--- src/rtl/alu_uart_interface.sv ---
// Sequencer between UART RX/TX and a combinational ALU: collects A, B, opcode,
// captures the result and hands it to the transmitter. Optional macro: INTERFACE_TIMEOUT_EN.
module alu_uart_interface #(
  parameter int LENGTH         = 8,
  parameter int OP_WIDTH       = 6,
  parameter int TIMEOUT_CYCLES = 1000000
) (
  input  logic                clk,
  input  logic                rst_n,
  input  logic                rx_done_tick,
  input  logic [LENGTH-1:0]   rx_data,
  input  logic [LENGTH-1:0]   alu_result,
  input  logic                tx_done_tick,
  output logic [LENGTH-1:0]   bus_a,
  output logic [LENGTH-1:0]   bus_b,
  output logic [OP_WIDTH-1:0] op,
  output logic                tx_start,
  output logic [LENGTH-1:0]   tx_data,
  output logic                busy
);

  typedef enum logic [2:0] {
    WAIT_A  = 3'd0,
    WAIT_B  = 3'd1,
    WAIT_OP = 3'd2,
    COMPUTE = 3'd3,
    SEND    = 3'd4,
    WAIT_TX = 3'd5
  } state_t;

  state_t              state_q, state_d;
  logic [LENGTH-1:0]   bus_a_q, bus_a_d;
  logic [LENGTH-1:0]   bus_b_q, bus_b_d;
  logic [OP_WIDTH-1:0] op_q, op_d;
  logic [LENGTH-1:0]   tx_data_q, tx_data_d;
  logic                tx_start_q, tx_start_d;
  logic                busy_q, busy_d;

`ifdef INTERFACE_TIMEOUT_EN
  localparam int CNT_W = (TIMEOUT_CYCLES > 1) ? $clog2(TIMEOUT_CYCLES) : 1;
  logic [CNT_W-1:0] cnt_q, cnt_d;
  logic             timeout;

  assign timeout = (cnt_q == CNT_W'(TIMEOUT_CYCLES - 1));

  // Counts idle cycles between bytes; anything else (including WAIT_A) clears it.
  always_comb begin
    cnt_d = '0;
    if ((state_q == WAIT_B || state_q == WAIT_OP) && !rx_done_tick && !timeout)
      cnt_d = cnt_q + 1'b1;
  end

  always_ff @(posedge clk or negedge rst_n) begin
    if (!rst_n) cnt_q <= '0;
    else        cnt_q <= cnt_d;
  end
`endif

  // State register
  always_ff @(posedge clk or negedge rst_n) begin
    if (!rst_n) state_q <= WAIT_A;
    else        state_q <= state_d;
  end

  // Next-state logic
  always_comb begin
    state_d = state_q;
    case (state_q)
      WAIT_A:  if (rx_done_tick) state_d = WAIT_B;
      WAIT_B: begin
        if (rx_done_tick) state_d = WAIT_OP;
`ifdef INTERFACE_TIMEOUT_EN
        else if (timeout) state_d = WAIT_A;
`endif
      end
      WAIT_OP: begin
        if (rx_done_tick) state_d = COMPUTE;
`ifdef INTERFACE_TIMEOUT_EN
        else if (timeout) state_d = WAIT_A;
`endif
      end
      COMPUTE: state_d = SEND;
      SEND:    state_d = WAIT_TX;
      WAIT_TX: if (tx_done_tick) state_d = WAIT_A;
      default: state_d = WAIT_A;
    endcase
  end

  // Output/datapath logic; status flags are registered from the next state so
  // they line up with the state they describe.
  always_comb begin
    bus_a_d    = bus_a_q;
    bus_b_d    = bus_b_q;
    op_d       = op_q;
    tx_data_d  = tx_data_q;
    tx_start_d = (state_d == SEND);
    busy_d     = (state_d == COMPUTE) || (state_d == SEND) || (state_d == WAIT_TX);
    case (state_q)
      WAIT_A:  if (rx_done_tick) bus_a_d = rx_data;
      WAIT_B:  if (rx_done_tick) bus_b_d = rx_data;
      WAIT_OP: if (rx_done_tick) op_d = rx_data[OP_WIDTH-1:0];
      COMPUTE: tx_data_d = alu_result;
      default: ;
    endcase
  end

  always_ff @(posedge clk or negedge rst_n) begin
    if (!rst_n) begin
      bus_a_q    <= '0;
      bus_b_q    <= '0;
      op_q       <= '0;
      tx_data_q  <= '0;
      tx_start_q <= 1'b0;
      busy_q     <= 1'b0;
    end else begin
      bus_a_q    <= bus_a_d;
      bus_b_q    <= bus_b_d;
      op_q       <= op_d;
      tx_data_q  <= tx_data_d;
      tx_start_q <= tx_start_d;
      busy_q     <= busy_d;
    end
  end

  assign bus_a    = bus_a_q;
  assign bus_b    = bus_b_q;
  assign op       = op_q;
  assign tx_data  = tx_data_q;
  assign tx_start = tx_start_q;
  assign busy     = busy_q;

endmodule

--- config.mk ---
export PLATFORM = sky130hd
export DESIGN_NAME = alu_uart_interface
export DESIGN_NICKNAME = d
export VERILOG_FILES = /design/src/rtl/alu_uart_interface.sv
export SDC_FILE = /design/constraint.sdc
export NUM_CORES = 1
export LEC_CHECK = 0
export CORE_ASPECT_RATIO = 0.9
export CORE_MARGIN = 10
export CORE_UTILIZATION = 46
export CTS_CLUSTER_DIAMETER = 150
export DETAILED_ROUTE_END_ITERATION = 8
export GPL_ROUTABILITY_DRIVEN = 0
export PLACE_DENSITY = 0.83
export REMOVE_ABC_BUFFERS = 1
export SYNTH_ARGS = -nofsm -noshare
export SYNTH_HDL_FRONTEND = slang
export SYNTH_SLANG_ARGS = --single-unit
--- constraint.sdc ---
create_clock -name clk -period 2.9 [get_ports clk]
set_input_delay 0.58 -clock clk [delete_from_list [all_inputs] [get_ports clk]]
set_output_delay 0.58 -clock clk [all_outputs]
set_load 0.05 [all_outputs]
==> flow_metrics.tcl <==
set metrics [dict create \
    track_usage_pct 12.1 \
    antennaDiodeCount 0 \
    start_kind "flop" \
    crit_family "buffers and inverters" \
    drt_drc_violations_left 0 \
    routed_wl_mm 3.26 \
    drt-initial-drc-count 57 \
    async_flop_share_pct 100 \
    hp-class "flop to flop" \
    yosysMostFrequentCell "dfrtp_1" \
    nets 164 \
    synthSimpleGateAreaFrac_pct 9.20 \
    drive_above_1_share_pct 28.3 \
    fillCellCount 229 \
    setup_viol 0 \
    slowest_stage "clkdlybuf4s50_1" \
    cts_buffer_depth 2 \
    start_util_pct 49.4 \
    netlist.area_leader.share_pct 62.5 \
    antenna_found_initial 0 \
    critPathBufInv 1 \
    cpPeakStageDelay_ps 830 \
    busiest_layer "met2" \
    vias 916 \
    ys_ff_latch 35 \
    cp.arrival_ps 1520 \
    final-hold-violation-count 0 \
    cts_resized 0 \
    cts_setup_buffers 0 \
    synthAdderAreaFrac_pct 0 \
    final.setup_skew_ps 8.46 \
    fmax_ghz 0.476 \
    required_ps 2320 \
    met3_usage_pct 6.65 \
    synthMuxAreaShare_pct 24.1 \
    drtAntennaViolNets 0 \
    worst-path-max-fanout 2 \
    dieWidth_um 78.2 \
    grtUsageMet2_pct 21.3 \
    cts_sinks 35 \
    yosys-top-cells-area "dfrtp_1 (63%), mux2_2 (24%), nor4b_4 (1.7%), nor3b_1 (1.6%), buf_2 (1.4%)" \
    cts_root_buffer "clkbuf_4" \
    vias_per_cell 4.95 \
    yosys_warnings 0 \
    wl_per_cell_um 17.6 \
    grt_util_met1_pct 12.2 \
    port_buffers 51 \
    synth-compound-area-share_pct 1.16 \
    min_period_ps 2100 \
    hold_depth 1 \
    grt_pass1_wl_mm 5.38 \
    post-dp-hpwl_mm 2.57 \
    grt_pass1_vias 1062 \
    synth.distinct_cells 19 \
    finalCritPeriodShare_pct 72.5 \
    dieArea_um2 5660 \
    outcome "finished, final reports clean" \
    maxCapViolations 0 \
    cts_htree_levels 2 \
    netlist_top_cells_count "dfrtp_1 (35), mux2_2 (30), buf_2 (4)" \
    netlist_instances 90 \
    reg2reg_depth 2 \
    synth-xor-area-share_pct 0 \
    crit_path_cell_trace "clkdlybuf4s50_1" \
    crit_type "flop to output pin" \
    cts_hold_buf 0 \
    clk-insertion-delay-late_ps 320 \
    synth_top_flop_cell "dfrtp_1" \
    crit_cells 1 \
    endpoint_kind "output pin" \
    rsz0062_at_grt "false" \
    syn_area_um2 1400 \
    path_clk_slew_ps 100 \
    first_pass_iters 4 \
    io_pins 52 \
    synth-edff-count 0 \
    finalSetupTns_ps 0 \
    relSlewSlack_pct 64.2 \
    synth_largest_area_cell "dfrtp_1" \
    grt_overflow 0 \
    cts_tree "yes" \
    core_um2 2840 \
    rows 18 \
    grt_max_degree 36 \
    worstMarginPinSlew_ps 535 \
    syn_avg_cell_area_um2 15.6 \
    yosysSeqAreaShare_pct 62.5 \
    die_h_um 72.4 \
    slew_violations 0 \
    cts-buffers-inserted 5 \
    syn2layout_area_growth_pct 42.3 \
    synth_top_family_by_area "multiplexers" \
]
final timing paths:
check | start | endpoint | slack [ps]
hold reg to reg | op[5] | op[5] | 510
min in group asynchronous | rst_n | bus_b[0] | 660
max in group asynchronous | rst_n | tx_data[4] | 1930
setup / recovery | bus_a[7] | bus_a[7] | 800
hold / removal | op[5] | op[5] | 510
setup reg to reg | state_q[1] | bus_a[7] | 1270
metrics by stage:
stage               cell area (um^2)  utilization (%)  hold slack, ps  instances  setup slack [ps]
finish                          1990             70.3             514        185               797
CTS                             1990             70.3             518        185               775
global route                    1990             70.3             534        185               726
detailed placement              1940             68.5             495        177               699
floorplan                       1360                -             284         84               884
global placement                1940             68.5             488        177               766
cell type report:
| type | instances | area (um^2) | area share, % |
|---|---|---|---|
| multi-input cells | 48 | 489 | 24.5 |
| well taps | 40 | 50.0 | 2.51 |
| clock buffers | 7 | 45.0 | 2.26 |
| flip-flops and latches | 35 | 876 | 43.9 |
| clock inverters | 1 | 5.00 | 0.251 |
| inverters | 1 | 3.75 | 0.188 |
| repair buffers | 53 | 526 | 26.3 |
routing by layer:
metal  vias to the layer above  wire, um
met3                         2       311
met5                         -         0
met2                        31      1720
li1                        424         -
met4                         0         9
met1                       459      1220
kinds of logic after synthesis:
family	Yosys count
mux	30
simple gates	15
buf+inv	7
compound gates	3
flops	35
cells in the final DEF (no fill, tap or decap):
master / synthesis / routed
nand2b_1: 3 / 3
nor4bb_2: 0 / 1
or4_1: 1 / 1
a21oi_1: 1 / 1
nor2_1: 1 / 1
clkbuf_1: 0 / 2
dfrtp_1: 35 / 35
o22ai_1: 1 / 1
o21ai_0: 1 / 1
clkdlybuf4s50_1: 0 / 51
nor3b_1: 3 / 3
inv_1: 1 / 1
buf_4: 1 / 2
clkinv_2: 0 / 1
and4bb_2: 1 / 1
nor4b_1: 1 / 1
nand3b_1: 2 / 2
clkbuf_4: 0 / 5
nor4b_4: 1 / 1
and2_1: 1 / 1
mux2_2: 30 / 30
flip-flops by register name (all words and copies together), names as in the netlist:
name and cells:
op 6, busy 1, state_q 3, bus_a 8
tx_start 1, bus_b 8, tx_data 8
Power is not shown: default switching activity piles up to over one toggle a cycle in this logic, so the estimate is an artifact.
